`src/rtl/acl_pkg.sv`:
```
// Shared types and constants for the accelerometer event reader.
// Latency: n/a (package only).
// Backpressure: n/a (package only).
package acl_pkg;

  // FSM encoding for the reader.
  typedef enum logic [1:0] {
    IDLE = 2'd0,
    ACK  = 2'd1,
    HOLD = 2'd2
  } acl_state_t;

  // Position of the "event pending" flag inside the controller's event word.
  localparam int ACL_EVT_BIT = 0;

  // Number of BCD digits in the event counter.
  localparam int BCD_DIGITS = 4;

  // Single BCD digit increment; 9 rolls over to 0 (the caller handles carry).
  function automatic logic [3:0] bcd_digit_inc(input logic [3:0] d);
    return (d >= 4'd9) ? 4'd0 : d + 4'd1;
  endfunction

endpackage

```
`src/rtl/bcd_counter4.sv`:
```
// Four-digit BCD up-counter with ripple carry between digits; 9999 wraps to 0000.
// Latency: value updates on the clock edge where inc is sampled high.
// Backpressure: none; every inc pulse is counted.
module bcd_counter4
  import acl_pkg::*;
(
  input  logic        clk,
  input  logic        rst,
  input  logic        inc,
  output logic [15:0] value
);

  logic [4*BCD_DIGITS-1:0] cnt_q;
  logic [4*BCD_DIGITS-1:0] cnt_nxt;
  logic                    carry;

  // Next value: bump digit 0, propagate carry upward while digits roll 9->0.
  always_comb begin
    cnt_nxt = cnt_q;
    carry   = 1'b1;
    for (int i = 0; i < BCD_DIGITS; i++) begin
      if (carry) begin
        cnt_nxt[4*i +: 4] = bcd_digit_inc(cnt_q[4*i +: 4]);
        carry             = (cnt_q[4*i +: 4] == 4'd9);
      end
    end
  end

  // Counter register; only advances on inc.
  always_ff @(posedge clk) begin
    if (rst) begin
      cnt_q <= '0;
    end else if (inc) begin
      cnt_q <= cnt_nxt;
    end
  end

  assign value = cnt_q;

endmodule

```
`src/rtl/acl_event_reader.sv`:
```
// Consumes accelerometer threshold events: ack handshake, BCD event count, "TAP" display hold.
// Latency: ack/new_event/count one cycle after the flag is sampled in IDLE; HOLD lasts HOLDOFF_CYCLES (min 1).
// Backpressure: events are not accepted in ACK or HOLD; producer keeps the flag high until acked.
//   Optional ack timeout: define ACL_READER_ACK_TIMEOUT_EN.
module acl_event_reader
  import acl_pkg::*;
#(
  parameter int HOLDOFF_CYCLES = 5000000,
  parameter int ACK_TIMEOUT    = 255
) (
  input  logic        clk,
  input  logic        rst,
  input  logic [15:0] acl_word,
  output logic        has_been_read,
  output logic        new_event,
  output logic [15:0] event_count,
  output logic        show_msg,
  output logic        ack_err
);

  // Holdoff counter sized for 0..HOLDOFF_CYCLES-1; zero cycles still yields one HOLD cycle.
  localparam int              HOLD_MAX  = (HOLDOFF_CYCLES > 1) ? HOLDOFF_CYCLES : 1;
  localparam int              HW        = $clog2(HOLD_MAX + 1);
  localparam logic [HW-1:0]   HOLD_LAST = (HOLDOFF_CYCLES > 0) ? HW'(HOLDOFF_CYCLES - 1) : '0;

  acl_state_t    state;
  logic [HW-1:0] hold_cnt;
  logic          evt;
  logic          accept;
  logic          ack_expire;
  logic          unused_word_bits;

  assign evt              = acl_word[ACL_EVT_BIT];
  assign unused_word_bits = ^acl_word[15:1];

  // The counter bumps on the same edge that moves IDLE->ACK, so it lines up with new_event.
  assign accept = (state == IDLE) && evt;

`ifdef ACL_READER_ACK_TIMEOUT_EN
  localparam int TMAX = (ACK_TIMEOUT > 1) ? ACK_TIMEOUT : 1;
  localparam int TW   = $clog2(TMAX + 1);

  logic [TW-1:0] ack_cnt;

  // ack_cnt holds the number of ACK cycles already completed; expire on the last allowed one.
  assign ack_expire = ((int'(ack_cnt) + 1) >= ACK_TIMEOUT);
`else
  localparam int UNUSED_ACK_TIMEOUT = ACK_TIMEOUT;

  assign ack_expire = 1'b0;
  assign ack_err    = 1'b0;
`endif

  bcd_counter4 u_cnt (
    .clk   (clk),
    .rst   (rst),
    .inc   (accept),
    .value (event_count)
  );

  // Reader FSM with all handshake/display outputs registered.
  always_ff @(posedge clk) begin
    if (rst) begin
      state         <= IDLE;
      has_been_read <= 1'b0;
      new_event     <= 1'b0;
      show_msg      <= 1'b0;
      hold_cnt      <= '0;
`ifdef ACL_READER_ACK_TIMEOUT_EN
      ack_cnt       <= '0;
      ack_err       <= 1'b0;
`endif
    end else begin
      new_event <= 1'b0;
      case (state)
        IDLE: begin
          if (evt) begin
            state         <= ACK;
            has_been_read <= 1'b1;
            new_event     <= 1'b1;
`ifdef ACL_READER_ACK_TIMEOUT_EN
            ack_cnt       <= '0;
`endif
          end
        end
        ACK: begin
          if (!evt) begin
            state         <= HOLD;
            has_been_read <= 1'b0;
            show_msg      <= 1'b1;
            hold_cnt      <= '0;
          end else if (ack_expire) begin
            // Producer never released the flag: give up, flag it, still show the event.
            state         <= HOLD;
            has_been_read <= 1'b0;
            show_msg      <= 1'b1;
            hold_cnt      <= '0;
`ifdef ACL_READER_ACK_TIMEOUT_EN
            ack_err       <= 1'b1;
`endif
          end else begin
`ifdef ACL_READER_ACK_TIMEOUT_EN
            ack_cnt <= ack_cnt + 1'b1;
`endif
          end
        end
        HOLD: begin
          // Flag is deliberately ignored here; the next event is taken in IDLE.
          if (hold_cnt == HOLD_LAST) begin
            state    <= IDLE;
            show_msg <= 1'b0;
          end else begin
            hold_cnt <= hold_cnt + 1'b1;
          end
        end
        default: begin
          state         <= IDLE;
          has_been_read <= 1'b0;
          show_msg      <= 1'b0;
        end
      endcase
    end
  end

endmodule

```
`config.mk`:
```
export PLATFORM = sky130hd
export DESIGN_NAME = acl_event_reader
export DESIGN_NICKNAME = d
export VERILOG_FILES = /design/src/rtl/acl_pkg.sv /design/src/rtl/bcd_counter4.sv /design/src/rtl/acl_event_reader.sv
export SDC_FILE = /design/constraint.sdc
export NUM_CORES = 1
export LEC_CHECK = 0
export CAP_MARGIN = 30
export CORE_AREA = 5 5 80 118
export DETAILED_ROUTE_END_ITERATION = 8
export DIE_AREA = 0 0 85 123
export MAX_ROUTING_LAYER = met4
export PLACE_DENSITY_LB_ADDON = 0.12
export SLEW_MARGIN = 20
export SYNTH_ARGS = -nofsm -noshare
export SYNTH_HDL_FRONTEND = slang
export SYNTH_SLANG_ARGS = --single-unit
```
`constraint.sdc`:
```
create_clock -name clk -period 2.7 [get_ports clk]
set_input_delay 0.81 -clock clk [delete_from_list [all_inputs] [get_ports clk]]
set_output_delay 0.81 -clock clk [all_outputs]
set_load 0.01 [all_outputs]
```
==> impl_metrics.py, run 1 <==
metrics = {
    "sta": {
        "fmax_mhz": 430,
        "min_period_ps": 2330,
        "fin_crit_sh_pct": 86.1,
        "final_hold_viol_count": 0,
        "setup_violations": 0,
        "maxSlewViolCount": 0,
        "relSlewSlack_pct": 62.9,
        "rsz0062_at_grt": "no",
        "finClkSkew_ps": 5.01,
        "setup_tns_ps": 0,
        "worst_pin_slew_ps": 554,
    },
    "logic_synthesis": {
        "synth_compound_area_share_pct": 16.4,
        "syn_area_per_cell_um2": 8.39,
        "synth.most_common_cell": "dfxtp_1",
        "synth-edff-count": 0,
        "synth_top_area_share_pct": 36.7,
        "yosysUniqueCellTypes": 55,
        "syn_nets": 317,
        "synth_top_family_by_area": "simple AND/OR/NAND/NOR gates",
        "ys.flop_type": "dfxtp_1",
        "synth_xor_area_share_pct": 3.29,
        "yosysSeqAreaShare_pct": 36.7,
        "synth_simple_gate_area_share_pct": 30.3,
        "synth_area_mm2": 0.00240,
        "yosysTopAreaCell": "dfxtp_1",
        "syn_inst": 286,
        "ys_ff_latch": 44,
        "synthTopCellsByArea": "dfxtp_1 (37%), ha_1 (6.8%), nand3_1 (5.4%)",
        "ys_top_cells_by_count": "dfxtp_1 (44), nand2_1 (31), nand3_1 (26)",
        "yosys_warnings": 0,
        "async_flop_share_pct": 0,
        "yosys.area_share.adder_pct": 6.78,
        "synthMuxAreaShare_pct": 1.25,
    },
    "worst_hold_path": {
        "min_path_cells": 2,
        "min_from": "has_been_read$_SDFFE_PP0P_",
        "whs_endpoint": "has_been_read$_SDFFE_PP0P_",
        "hp-class": "reg2reg",
    },
    "floorplanning": {
        "row_count": 41,
        "fp.coreArea_mm2": 0.00831,
        "die_h_um": 123,
        "io_pins": 38,
        "start_util_pct": 28.9,
        "die-area_mm2": 0.0105,
        "dieWidth_um": 85,
    },
    "final_layout": {
        "multi_input_area_mm2": 0.00139,
        "final_util_pct": 34.9,
        "fillerInstances": 889,
        "drive_gt1_share_pct": 10.9,
        "syn2layout_area_growth_pct": 20.9,
        "nets": 344,
        "antennaDiodeCount": 0,
        "seq_area_um2": 881,
    },
    "clock_network": {
        "clock_latency_ps": 290,
        "clkTransAtPathRegs_ps": 60,
        "cts_resized": 0,
        "cts.sinks": 44,
        "cts_root_buf": "clkbuf_16",
        "tritoncts": "built",
        "cts_made_buffers": 5,
        "htreeDepth": 2,
        "cts_hold_buf": 0,
        "clk_path_buf_depth": 2,
        "post_cts_buffers": 0,
    },
    "grt": {
        "grt_pass1_wl_um": 10400,
        "grt.total_usage_pct": 12.8,
        "grt_antenna_before_repair": 0,
        "grt_overflow": 0,
        "first_global_vias": 2061,
        "grt_max_degree": 28,
    },
    "worst_setup_path": {
        "r2r_slack_ps": 540,
        "start_kind": "primary input",
        "worst_ep_arrival_time_ps": 2510,
        "r2r-end": "hold_cnt[20]$_SDFFE_PP0P_",
        "worstPathMaxFanout": 5,
        "r2r-start": "hold_cnt[0]$_SDFFE_PP0P_",
        "rr_worst_depth": 6,
        "worstSetupPathType": "in2reg",
        "crit_path_end_kind": "flop",
        "worstPathRequired_ps": 2880,
    },
    "route": {
        "antenna_left": 0,
        "wl_per_cell_um": 14.7,
        "via_count": 2133,
        "first_iter_violations": 79,
        "drc": 0,
        "routed_wl_um": 6190,
        "avgViaCountPerCell": 5.08,
        "drt_pass1_iterations": 4,
    },
    "power": {
        "p_leak_uw": 0.000992,
        "vdd_drop_max_mv": 0.207,
        "power.density_mw_per_mm2": 465,
    },
    "placed_design": {
        "place.gp.congestion": 0.741,
        "dpl.hpwl_um": 4440,
        "port_buffers": 21,
    },
    "job": {
        "maxCapViolCount": 0,
    },
    "status": {
        "status": "completed",
    },
}
[per-stage QoR]
stage / std cells / cell area (um2) / worst slack, ps / total power, uW / hold WS (ps)
detailed placement: 413 / 2770 / 34.4 / 777 / 448
finish: 420 / 2900 / 375 / 1350 / 453
CTS: 420 / 2900 / 335 / 1370 / 456
floorplan: 286 / 2400 / 567 / 738 / 465
global route: 420 / 2900 / 268 / 1410 / 465
global placement: 413 / 2770 / 46.0 / 776 / 450
[cell families (layout without fill, tap and decap cells)]
kind of cell	after synthesis	in the layout
AO/OA/AOI/OAI	59	59
flip-flops	44	44
multiplexers	3	3
adder cells (fa/ha/maj)	13	13
AND/OR/NAND/NOR	132	132
buffers and inverters	25	52
other	1	1
XOR/XNOR	9	9
[cells in the final DEF, fill, tap and decap left out, types with 2 or more instances in the layout]
cell,instances
a21oi_1,22
a311oi_1,2
a31o_2,3
a31oi_1,10
a41oi_1,4
and3_1,2
and4_1,3
buf_4,15
clkbuf_16,5
clkdlybuf4s50_1,21
dfxtp_1,44
ha_1,13
inv_1,9
mux2i_1,3
nand2_1,31
nand2b_1,4
nand3_1,26
nand3b_1,3
nand4_1,5
nand4b_1,2
nor2_1,25
nor2b_1,3
nor3_1,4
nor4_1,3
o21ai_0,6
o311ai_0,2
or3_1,6
or3b_2,2
or4_1,3
xnor2_1,5
xor2_1,4
[area by class of cell]
type / count / area share (%)
Tap cell: 107 / 4.62
Inverter: 9 / 1.17
Sequential cell: 44 / 30.4
Clock inverter: 1 / 0.173
Timing Repair Buffer: 36 / 11.1
Clock buffer: 6 / 4.45
Multi-Input combinational cell: 217 / 48.1
[registers in the layout, summed over array words and instances (netlist names)]
signal and flops:
hold_cnt 23, new_event 1, has_been_read 1, show_msg 1
u_cnt.value 16, state 2
[critical path, stage by stage]
cell and delay [ps]:
clkdlybuf4s50_1 480, or3b_1 450, buf_4 190, nor3_2 170, buf_4 160, a31o_2 200, nor2_1 50
[power breakdown]
| part | internal (uW) | switching (uW) |
|---|---|---|
| registers | 657 | 8.05 |
| logic | 38.8 | 56.6 |
| clock network | 337 | 251 |
[per-layer routing]
| layer | global-route usage [%] | up-vias | wire [um] |
|---|---|---|---|
| li1 | - | 1086 | - |
| met1 | 14.4 | 1013 | 2710 |
| met2 | 22.0 | 25 | 3170 |
| met3 | 2.53 | 9 | 199 |
| met4 | 5.25 | 0 | 107 |
| met5 | - | - | 0 |
[worst max path at each step]
stage | start | endpoint | slack [ps]
after floorplan | acl_word[0] | u_cnt.value[15]$_SDFFE_PP0P_ | 570
after global placement | acl_word[0] | u_cnt.value[8]$_SDFFE_PP0P_ | 50
after detailed placement | acl_word[0] | u_cnt.value[8]$_SDFFE_PP0P_ | 30
after CTS | acl_word[0] | u_cnt.value[8]$_SDFFE_PP0P_ | 330
after global routing | acl_word[0] | u_cnt.value[8]$_SDFFE_PP0P_ | 270
final | acl_word[0] | u_cnt.value[8]$_SDFFE_PP0P_ | 370
Note: power is estimated with default switching activity, not from simulation.
==> inputs of run 2 (changes only) <==
CTS_CLUSTER_DIAMETER = 150   (was unset)
SETUP_SLACK_MARGIN = 0.4   (was unset)
SKIP_CTS_REPAIR_TIMING = 1   (was unset)
==> run 2 against run 1 <==
Fmax is 3.6% higher; setup slack better by 82 ps; first-iteration DRC count is 13% lower; final area up 1.3%; highest routed layer unchanged.
==> impl_metrics.py, run 2 (synthesis gave the netlist of run 1 again) <==
metrics = {
    "sta": {
        "hold_ws_ps": 453,
        "fmax_mhz": 446,
        "maxSlewViolCount": 0,
        "fin_crit_sh_pct": 83.1,
        "finClkSkew_ps": 5.16,
        "setup_tns_ps": 0,
        "min_period_ps": 2240,
        "setup_violations": 0,
        "final_hold_viol_count": 0,
        "rsz0062_at_grt": "yes",
    },
    "status": {
        "status": "completed",
    },
    "grt": {
        "first_global_vias": 2061,
        "grt_max_degree": 28,
        "grt_antenna_before_repair": 0,
        "grt_pass1_wl_um": 10400,
        "grt.total_usage_pct": 12.8,
        "grt_overflow": 0,
    },
    "worst_setup_path": {
        "endpoint": "u_cnt.value[15]$_SDFFE_PP0P_",
        "r2r_slack_ps": 580,
        "rr_worst_depth": 7,
        "worstPathMaxFanout": 5,
        "r2r-start": "hold_cnt[0]$_SDFFE_PP0P_",
        "worstPathRequired_ps": 2880,
        "r2r-end": "hold_cnt[7]$_SDFFE_PP0P_",
        "worstSetupPathType": "in2reg",
        "worst_ep_arrival_time_ps": 2420,
        "crit_path_end_kind": "flop",
        "crit_start": "acl_word[0]",
        "start_kind": "primary input",
    },
    "route": {
        "avgViaCountPerCell": 5.13,
        "routed_wl_um": 6220,
        "wl_per_cell_um": 14.8,
        "first_iter_violations": 69,
        "via_count": 2155,
        "drc": 0,
        "drt_pass1_iterations": 4,
        "antenna_left": 0,
    },
    "floorplanning": {
        "fp.coreArea_mm2": 0.00831,
        "die-area_mm2": 0.0105,
        "dieWidth_um": 85,
        "io_pins": 38,
        "die_h_um": 123,
        "row_count": 41,
        "start_util_pct": 28.9,
    },
    "clock_network": {
        "cts.sinks": 44,
        "clk_path_buf_depth": 2,
        "htreeDepth": 2,
        "clock_latency_ps": 290,
        "cts_root_buf": "clkbuf_16",
        "clkTransAtPathRegs_ps": 60,
        "tritoncts": "built",
        "cts_made_buffers": 5,
    },
    "placed_design": {
        "place.gp.congestion": 0.741,
        "port_buffers": 21,
        "dpl.hpwl_um": 4440,
    },
    "final_layout": {
        "antennaDiodeCount": 0,
        "syn2layout_area_growth_pct": 22.5,
        "final_cell_mix": "dfxtp_1 (44), nand2_1 (31), nand3_1 (25), nor2_1 (25), a21oi_1 (22)",
        "multi_input_area_mm2": 0.00143,
        "drive_gt1_share_pct": 11.5,
        "final_common_cell": "dfxtp_1",
        "fillerInstances": 885,
        "largest_reg_flops": 23,
        "regMostFlops": "hold_cnt",
        "seq_area_um2": 881,
        "nets": 344,
    },
    "power": {
        "vdd_drop_max_mv": 0.206,
        "power.density_mw_per_mm2": 459,
        "p_leak_uw": 0.00104,
    },
    "worst_hold_path": {
        "min_path_cells": 2,
        "hp-class": "reg2reg",
    },
    "job": {
        "maxCapViolCount": 0,
    },
}
[run 2: per-stage QoR]
| stage | area [um2] | power (uW) | util, % | setup WS, ps | std cells |
|---|---|---|---|---|---|
| after floorplan | 2400 | 738 | - | 567 | 286 |
| after detailed placement | 2770 | 777 | 33.3 | 34.4 | 413 |
| after global routing | 2940 | 1410 | 35.4 | 396 | 420 |
| after CTS | 2900 | 1370 | 34.9 | 335 | 420 |
| after global placement | 2770 | 776 | 33.3 | 46.0 | 413 |
| final | 2940 | 1350 | 35.4 | 456 | 420 |
[run 2: report_power, final]
group          leakage, uW  switching (uW)  internal (uW)
Sequential        0.000356            8.18            657
Clock            0.0000667             248            337
Combinational     0.000621            57.6           40.6
[run 2: worst min-delay path by stage]
| stage | to | from | slack [ps] |
|---|---|---|---|
| floorplan | hold_cnt[19]$_SDFFE_PP0P_ | hold_cnt[19]$_SDFFE_PP0P_ | 460 |
| global placement | has_been_read$_SDFFE_PP0P_ | has_been_read$_SDFFE_PP0P_ | 450 |
| detailed placement | has_been_read$_SDFFE_PP0P_ | has_been_read$_SDFFE_PP0P_ | 450 |
| CTS | has_been_read$_SDFFE_PP0P_ | has_been_read$_SDFFE_PP0P_ | 460 |
| global route | has_been_read$_SDFFE_PP0P_ | has_been_read$_SDFFE_PP0P_ | 470 |
| finish | has_been_read$_SDFFE_PP0P_ | has_been_read$_SDFFE_PP0P_ | 450 |
[run 2: worst max-delay path, cell delays in order]
cell             delay, ps
clkdlybuf4s50_1        480
or3b_4                 420
nor4_4                 270
buf_4                  180
a31o_2                 200
nor2_1                  60
[run 2: routing by layer]
| metal | global-route usage [%] | part of all wire, % | routed length [um] | vias to the layer above |
|---|---|---|---|---|
| li1 | - | - | - | 1092 |
| met1 | 14.4 | 44 | 2720 | 1022 |
| met2 | 22.0 | 51 | 3190 | 32 |
| met3 | 2.53 | 3.3 | 204 | 9 |
| met4 | 5.25 | 1.7 | 107 | 0 |
| met5 | - | 0 | 0 | - |
[run 2: cell type report]
class                           count  share of cell area [%]
Clock inverter                      1                   0.170
Timing Repair Buffer               36                    11.2
Clock buffer                        6                    4.39
Inverter                            9                    1.15
Multi-Input combinational cell    217                    48.5
Sequential cell                    44                    30.0
Tap cell                          107                    4.56
